`src/rtl/mips16_pkg.sv`:
```
// rtl/mips16_pkg.sv - shared MIPS16 datapath widths, types and constants
package mips16_pkg;
  localparam int DATA_W     = 16;
  localparam int REG_ADDR_W = 5;
  localparam int NUM_REGS   = 32;

  typedef logic [REG_ADDR_W-1:0] reg_addr_t;
  typedef logic [DATA_W-1:0]     data_t;

  localparam reg_addr_t REG_ZERO = '0;
endpackage

```
`src/rtl/scoreboard.sv`:
```
// rtl/scoreboard.sv - pending-write busy bitmap with set-over-clear priority
// and read-port hazard evaluation (bypass hits supplied by the top level)
module scoreboard #(
  parameter int ADDR_W   = mips16_pkg::REG_ADDR_W,
  parameter int NUM_REGS = mips16_pkg::NUM_REGS
) (
  input  logic                clk,
  input  logic                rst,
  input  logic                IssueEn,
  input  logic [ADDR_W-1:0]   IssueAddr,
  input  logic                WrEn,
  input  logic [ADDR_W-1:0]   WrAddr,
  input  logic                RdEn1,
  input  logic [ADDR_W-1:0]   RdAddr1,
  input  logic                RdEn2,
  input  logic [ADDR_W-1:0]   RdAddr2,
  input  logic                BypHit1,
  input  logic                BypHit2,
  output logic [NUM_REGS-1:0] Busy,
  output logic                Stall
);
  localparam logic [ADDR_W-1:0] ZERO_ADDR = ADDR_W'(mips16_pkg::REG_ZERO);

  logic [NUM_REGS-1:0] r_busy;
  logic [NUM_REGS-1:0] w_set;
  logic [NUM_REGS-1:0] w_clr;
  logic [NUM_REGS-1:0] w_busy_nxt;
  logic                w_haz1;
  logic                w_haz2;
  logic                w_issue;

  assign w_haz1  = RdEn1 & r_busy[RdAddr1] & ~BypHit1;
  assign w_haz2  = RdEn2 & r_busy[RdAddr2] & ~BypHit2;
  assign Stall   = w_haz1 | w_haz2;
  assign w_issue = IssueEn & ~Stall;

  always_comb begin
    w_set = '0;
    w_clr = '0;
    if (w_issue && IssueAddr != ZERO_ADDR) w_set[IssueAddr] = 1'b1;
    if (WrEn && WrAddr != ZERO_ADDR)       w_clr[WrAddr]    = 1'b1;
    // A newer producer owns the register, so its set beats the old writeback's clear.
    w_busy_nxt    = (r_busy & ~w_clr) | w_set;
    w_busy_nxt[0] = 1'b0;
  end

  always_ff @(posedge clk or posedge rst) begin
    if (rst) r_busy <= '0;
    else     r_busy <= w_busy_nxt;
  end

  assign Busy = r_busy;
endmodule

```
`src/rtl/regfile_scoreboard.sv`:
```
// rtl/regfile_scoreboard.sv - 2R/1W register file (r0 = 0) with pending-write
// scoreboard; define REGFILE_BYPASS_EN to compile in write-through forwarding
module regfile_scoreboard #(
  parameter int DATA_W   = mips16_pkg::DATA_W,
  parameter int ADDR_W   = mips16_pkg::REG_ADDR_W,
  parameter int NUM_REGS = mips16_pkg::NUM_REGS
) (
  input  logic                clk,
  input  logic                rst,
  input  logic [ADDR_W-1:0]   RdAddr1,
  input  logic [ADDR_W-1:0]   RdAddr2,
  input  logic                RdEn1,
  input  logic                RdEn2,
  output logic [DATA_W-1:0]   RdData1,
  output logic [DATA_W-1:0]   RdData2,
  input  logic                WrEn,
  input  logic [ADDR_W-1:0]   WrAddr,
  input  logic [DATA_W-1:0]   WrData,
  input  logic                IssueEn,
  input  logic [ADDR_W-1:0]   IssueAddr,
  output logic                Stall,
  output logic [NUM_REGS-1:0] Busy
);
  localparam logic [ADDR_W-1:0] ZERO_ADDR = ADDR_W'(mips16_pkg::REG_ZERO);

  logic [DATA_W-1:0] r_regs [NUM_REGS];
  logic [DATA_W-1:0] w_rd1_stored;
  logic [DATA_W-1:0] w_rd2_stored;
  logic              w_byp1;
  logic              w_byp2;

  always_ff @(posedge clk or posedge rst) begin
    if (rst) begin
      for (int i = 0; i < NUM_REGS; i++) r_regs[i] <= '0;
    end else if (WrEn && WrAddr != ZERO_ADDR) begin
      r_regs[WrAddr] <= WrData;
    end
  end

  assign w_rd1_stored = (RdAddr1 == ZERO_ADDR) ? '0 : r_regs[RdAddr1];
  assign w_rd2_stored = (RdAddr2 == ZERO_ADDR) ? '0 : r_regs[RdAddr2];

`ifdef REGFILE_BYPASS_EN
  assign w_byp1 = WrEn && (WrAddr == RdAddr1) && (RdAddr1 != ZERO_ADDR);
  assign w_byp2 = WrEn && (WrAddr == RdAddr2) && (RdAddr2 != ZERO_ADDR);
`else
  assign w_byp1 = 1'b0;
  assign w_byp2 = 1'b0;
`endif

  assign RdData1 = w_byp1 ? WrData : w_rd1_stored;
  assign RdData2 = w_byp2 ? WrData : w_rd2_stored;

  scoreboard #(
    .ADDR_W   (ADDR_W),
    .NUM_REGS (NUM_REGS)
  ) u_scoreboard (
    .clk       (clk),
    .rst       (rst),
    .IssueEn   (IssueEn),
    .IssueAddr (IssueAddr),
    .WrEn      (WrEn),
    .WrAddr    (WrAddr),
    .RdEn1     (RdEn1),
    .RdAddr1   (RdAddr1),
    .RdEn2     (RdEn2),
    .RdAddr2   (RdAddr2),
    .BypHit1   (w_byp1),
    .BypHit2   (w_byp2),
    .Busy      (Busy),
    .Stall     (Stall)
  );
endmodule

```
`config.mk`:
```
export PLATFORM = sky130hd
export DESIGN_NAME = regfile_scoreboard
export DESIGN_NICKNAME = d
export VERILOG_FILES = /design/src/rtl/mips16_pkg.sv /design/src/rtl/scoreboard.sv /design/src/rtl/regfile_scoreboard.sv
export SDC_FILE = /design/constraint.sdc
export NUM_CORES = 1
export LEC_CHECK = 0
export CAP_MARGIN = 10
export CORE_MARGIN = 2
export CORE_UTILIZATION = 50
export CTS_BUF_LIST = sky130_fd_sc_hd__clkbuf_16
export DETAILED_ROUTE_END_ITERATION = 16
export GPL_TIMING_DRIVEN = 0
export PLACE_DENSITY = 0.67
export SLEW_MARGIN = 20
export SYNTH_ARGS = -nofsm -noshare
export SYNTH_HDL_FRONTEND = slang
export SYNTH_SLANG_ARGS = --single-unit
```
`constraint.sdc`:
```
create_clock -name clk -period 41.9 [get_ports clk]
set_input_delay 8.38 -clock clk [delete_from_list [all_inputs] [get_ports clk]]
set_output_delay 8.38 -clock clk [all_outputs]
set_load 0.03 [all_outputs]
```
* Yosys cells after proc, flatten, opt, wreduce, memory -nomap -nowiden *
Cells that the tools add are included.

word-level totals
  bits in registers = 543
  input port bits = 42
  output and inout port bits = 65
  word-level logic and storage cells = 84

cells by class
  order comparisons = 10
  mux-type cells = 21
  bitwise gates (word level) = 11
  reduce and logical (&&, ||, !) cells = 9

operator list
  operator                                             count
  bitwise mux 512 bit                                  1
  binary-select mux 16 bit (select 5 bit)              2
  two-way mux 16 bit                                   7
  demux 16 bit (select 5 bit)                          1
  two-way mux 32 bit                                   2
  AND 32 bit                                           1
  NOT 32 bit                                           1
  bitwise OR 32 bit                                    1
  < comparator 5 x 6 -> 1 bit, second input constant   4
  >= comparator 6 bit, second input constant           3
  NOT 5 -> 6 bit                                       3
  binary-select mux 1 bit (select 5 bit)               2
  demux 1 bit (select 5 bit)                           2
  >= comparator 5 x 1 -> 1 bit, second input constant  2
  zero test 5 bit                                      2
  nonzero test 5 bit                                   2
  < comparator 6 x 1 -> 1 bit, second input constant   1
  logical AND 1 bit                                    5
  two-way mux 1 bit                                    4
  AND 1 bit                                            3
  NOT 1 bit                                            1
  bitwise OR 1 bit                                     1

* Longest topological paths before layout *
  depth in word-level cells = 9
  mapped depth = 9
  mapped depth without buffers = 5

* Cells and area by module *
From an unflattened synthesis, not the netlist that was laid out.

second synthesis, totals
  cells, all modules = 2125
  area total of the unflattened synthesis = 30211.5 sq um

by module, submodules not included
  module              times used  cells an instance  area each (sq um)  seq. area each (sq um)
  regfile_scoreboard  1           1918               28053.2            12812.3
  scoreboard          1           207                2158.3             775.7

* Least setup slack after synthesis *
Ideal clock, no wire load.

  kind = input-to-output
  start = input port RdAddr2[0]
  end = output port RdData2[10]
  data arrival time = 10360 ps
  required time = 33520 ps
  path slack = 23160 ps
  stages = 7
  buffers on the path = 3
  path through = buf_2 buf_2 buf_2 mux4_2 mux4_2 mux2i_1 nor2_1

between the ends
  cells in the longest elaborated chain, start to end = 5
  elaborated cells on any way between the ends = 6
  those cells by class = mux: 4; bitwise: 1; reduce/logical: 1

RTL lines
  item                                                   line                      source
  start, declared                                        regfile_scoreboard.sv:11  input logic [ADDR_W-1:0] RdAddr2,
  NOT 5 -> 6 bit (not written as such)                   regfile_scoreboard.sv:41  assign w_rd2_stored = (RdAddr2 == ZERO_ADDR) ? '0 : r_regs[RdAddr2];
  binary-select mux 16 bit (select 5 bit)                regfile_scoreboard.sv:41
  two-way mux 16 bit (not written as such) (2 in a row)  regfile_scoreboard.sv:41
  two-way mux 16 bit (*)                                 regfile_scoreboard.sv:41
  end, declared                                          regfile_scoreboard.sv:15  output logic [DATA_W-1:0] RdData2,

Mark *: on every way between the ends. The rest lies on a longest branch, timed or not. The select of a mux whose other input is x is not followed.

* Final worst setup path *
  start = input port RdAddr2[1]
  end = output port RdData2[3]

The elaborated chain is that of the path after synthesis.

==> flow_summary.ini <==
[sta]
tightest_slew_ns = 1.27
rsz0062_at_grt = false
finalSetupTns_ns = 0
hold_viol = 0
skew_ns = 0.00522
setup_violations = 0
relSlewSlack_pct = 15.3
min_period_ns = 21.13
fmax_mhz = 47.3
drv_slew = 0
fin_crit_sh_pct = 50.4

[worst_hold_path]
hold_depth = 1
min_to = r_regs[496]
hold_path_class = flip-flop to flip-flop
min_from = r_regs[496]

[clock_network]
clk_pin_slew_ns = 0.06
cts_tree = done
numClockSinks = 543
hold_buffers = 0
clk_path_buf_depth = 3
clock_latency_ns = 0.63
clock-root-buffer = clkbuf_16
postCtsSetupBuffers = 0
cts_htree_levels = 2
cts_resized = 0
cts_made_buffers = 59

[global_routing]
antenna_found_initial = 3
grt_max_degree = 109
grt_pass1_wl_um = 149000
overflow = 0
grt_pass1_vias = 20100
grtUsageTotal_pct = 35.4

[power]
power_frac_seq_pct = 42.7
internal-power_w = 0.00117
power.density_nw_per_um2 = 49.9
p_leak_nw = 14.2
power_frac_clock_pct = 32.2
combPwrFrac_pct = 25.2
p_sw_w = 0.000498
vdd_ir_drop_max_mv = 0.0327
swShare_pct = 29.9

[critical_path]
path_cells = clkdlybuf4s50_1 -> buf_6 -> buf_2 -> clkbuf_1 -> mux4_2 -> mux4_2 -> mux2i_1 -> nor2_1 -> clkdlybuf4s50_1
critPathLaunchType = input pin
cp_slowest_stage_delay_ns = 0.92
crit_path_end_kind = primary output
worstSetupPathType = input pin to primary output
crit_path_top_delay_cell = clkbuf_1
r2r_end = u_scoreboard.Busy[28]
critPathMaxFanout = 10
ff2ff_setup_slack_ns = 39.53
cp.required_ns = 33.52
crit_arrival_ns = 12.75
r2r-start = u_scoreboard.Busy[10]
worstRegToRegCells = 6

[synthesis]
synthCells = 1847
synth_nets = 1889
synth-seq-cells = 543
netlist_area_um2 = 29300
ys_seq_area_share_pct = 46.4
yosysWarnings = 0
postSynthAreaPerCell_um2 = 15.9
synth_cell_types = 44

[die]
dieArea_um2 = 60500
core_um2 = 57800
row_count = 88
start_util_pct = 50.6
die_w_um = 246
die_y_um = 246
io_pins = 107

[routing]
drc = 0
vias_per_cell = 6.97
drt_iter0_drc = 2443
num_vias = 19700
wire_per_inst_um = 37.0
firstDrtPassIters = 5
finalWirelength_um = 105000
ant_nets = 0

[outcome]
status = completed

[placement]
postPlaceCellArea_um2 = 31400
dpl.hpwl_um = 71600
numPortBuffers = 98
place.gp.congestion = 0.942

[layout]
fill_cells = 4463
fin_area_um2 = 33400
nets = 2056
synthToLayoutAreaGrowth_pct = 14.0
drive_gt1_share_pct = 50.8

[run]
drv_cap = 0
==> state kept, by name, indices dropped and copies added, names as in the netlist <==
name               count
u_scoreboard.Busy     31
r_regs               512
==> cell families after synthesis <==
kind of cell	Yosys count	synth area share [%]
buffers and inverters	199	2.99
AND/OR/NAND/NOR	160	2.51
other	1	0.0128
AO/OA/AOI/OAI	69	2.25
flip-flops	543	46.4
multiplexers	875	45.8
==> Yosys cell counts (all sizes together) <==
master | count | share of area [%]
dfrtp | 543 | 46
mux2 | 510 | 20
mux4 | 320 | 25
clkbuf | 124 | 1.6
buf | 72 | 1.4
nand2 | 69 | 0.88
nor2 | 47 | 0.61
mux2i | 45 | 1.5
o31ai | 32 | 1.4
o21ai | 16 | 0.27
nor3b | 8 | 0.21
nand3 | 6 | 0.10
nor2b | 6 | 0.13
nand3b | 5 | 0.13
a21oi | 4 | 0.068
a22o | 4 | 0.12
and3 | 4 | 0.085
and3b | 3 | 0.090
nor3 | 3 | 0.051
a2111oi | 2 | 0.060
a211o | 2 | 0.060
a211oi | 2 | 0.051
inv | 2 | 0.026
nand2b | 2 | 0.043
nor4b | 2 | 0.060
o211ai | 2 | 0.051
or2 | 2 | 0.043
a221oi | 1 | 0.030
a311o | 1 | 0.034
a311oi | 1 | 0.051
a31oi | 1 | 0.021
and2 | 1 | 0.021
clkinv | 1 | 0.013
conb | 1 | 0.013
nand4b | 1 | 0.030
o221a | 1 | 0.038
or3b | 1 | 0.030
==> routing by layer <==
| metal | GRT usage, % | vias to the layer above | wire [µm] | part of all wire, % |
|---|---|---|---|---|
| li1 | - | 7537 | - | - |
| met1 | 48.2 | 10700 | 40700 | 39 |
| met2 | 51.4 | 1213 | 46200 | 44 |
| met3 | 12.5 | 289 | 12200 | 12 |
| met4 | 15.1 | 10 | 5140 | 4.9 |
| met5 | 1.55 | - | 368 | 0.35 |
==> how the worst max path moves through the flow <==
stage	startpoint	end	slack (ns)	cells past startpoint
floorplan	rst	r_regs[0]	18.34	1
finish	RdAddr2[1]	RdData2[3]	20.77	9
global route	RdAddr2[1]	RdData2[6]	20.76	9
detailed placement	RdAddr2[1]	RdData2[6]	20.86	9
CTS	RdAddr2[1]	RdData2[3]	20.87	9
global placement	rst	r_regs[117]	12.28	2
==> worst max-delay path, delay by kind of cell <==
| family | cells | cell delay (ns) |
|---|---|---|
| buffers and inverters | 5 | 2.80 |
| AND/OR/NAND/NOR | 1 | 0.11 |
| multiplexers | 3 | 1.41 |
==> area by class of cell <==
class	count	area, µm²	area share (%)
antenna	2	5.00	0.0150
buffer	196	898	2.69
clock buffer	59	1480	4.42
clock inverter	51	460	1.38
inverter	3	18.8	0.0562
multi-input combinational	1105	14800	44.4
sequential	543	13600	40.7
tap	765	957	2.87
timing repair buffer	106	1150	3.44
==> metrics by stage <==
stage	total power [W]	instances	utilization (%)	hold slack [ns]	setup slack, ns
floorplan	0.000981	1847	-	0.425	18.34
global placement	0.00111	2710	54.0	0.446	12.28
detailed placement	0.00113	2718	54.4	0.448	20.86
CTS	0.00166	2828	57.7	0.462	20.87
global route	0.00172	2829	57.7	0.487	20.76
finish	0.00166	2830	57.8	0.465	20.77
==> power groups by stage <==
stage	sequential, W	clock [W]	combinational, W
floorplan	0.000699	0	0.000282
global placement	0.000705	0	0.000402
detailed placement	0.000714	0	0.000413
CTS	0.000705	0.000538	0.000415
global route	0.000721	0.000559	0.000437
finish	0.000710	0.000535	0.000419
==> cell usage in the layout (no fill, tap or decap), drive strengths merged, types with 6 or more instances in the layout <==
cell type and instances:
buf 79, bufinv 9, clkbuf 184, clkdlybuf4s50 98
clkinv 31, dfrtp 543, inv 12, mux2 510
mux2i 45, mux4 320, nand2 69, nand3 6
nor2 47, nor2b 6, nor3b 8, o21ai 16
o31ai 32
No activity file was read; power rests on OpenSTA's default activity.
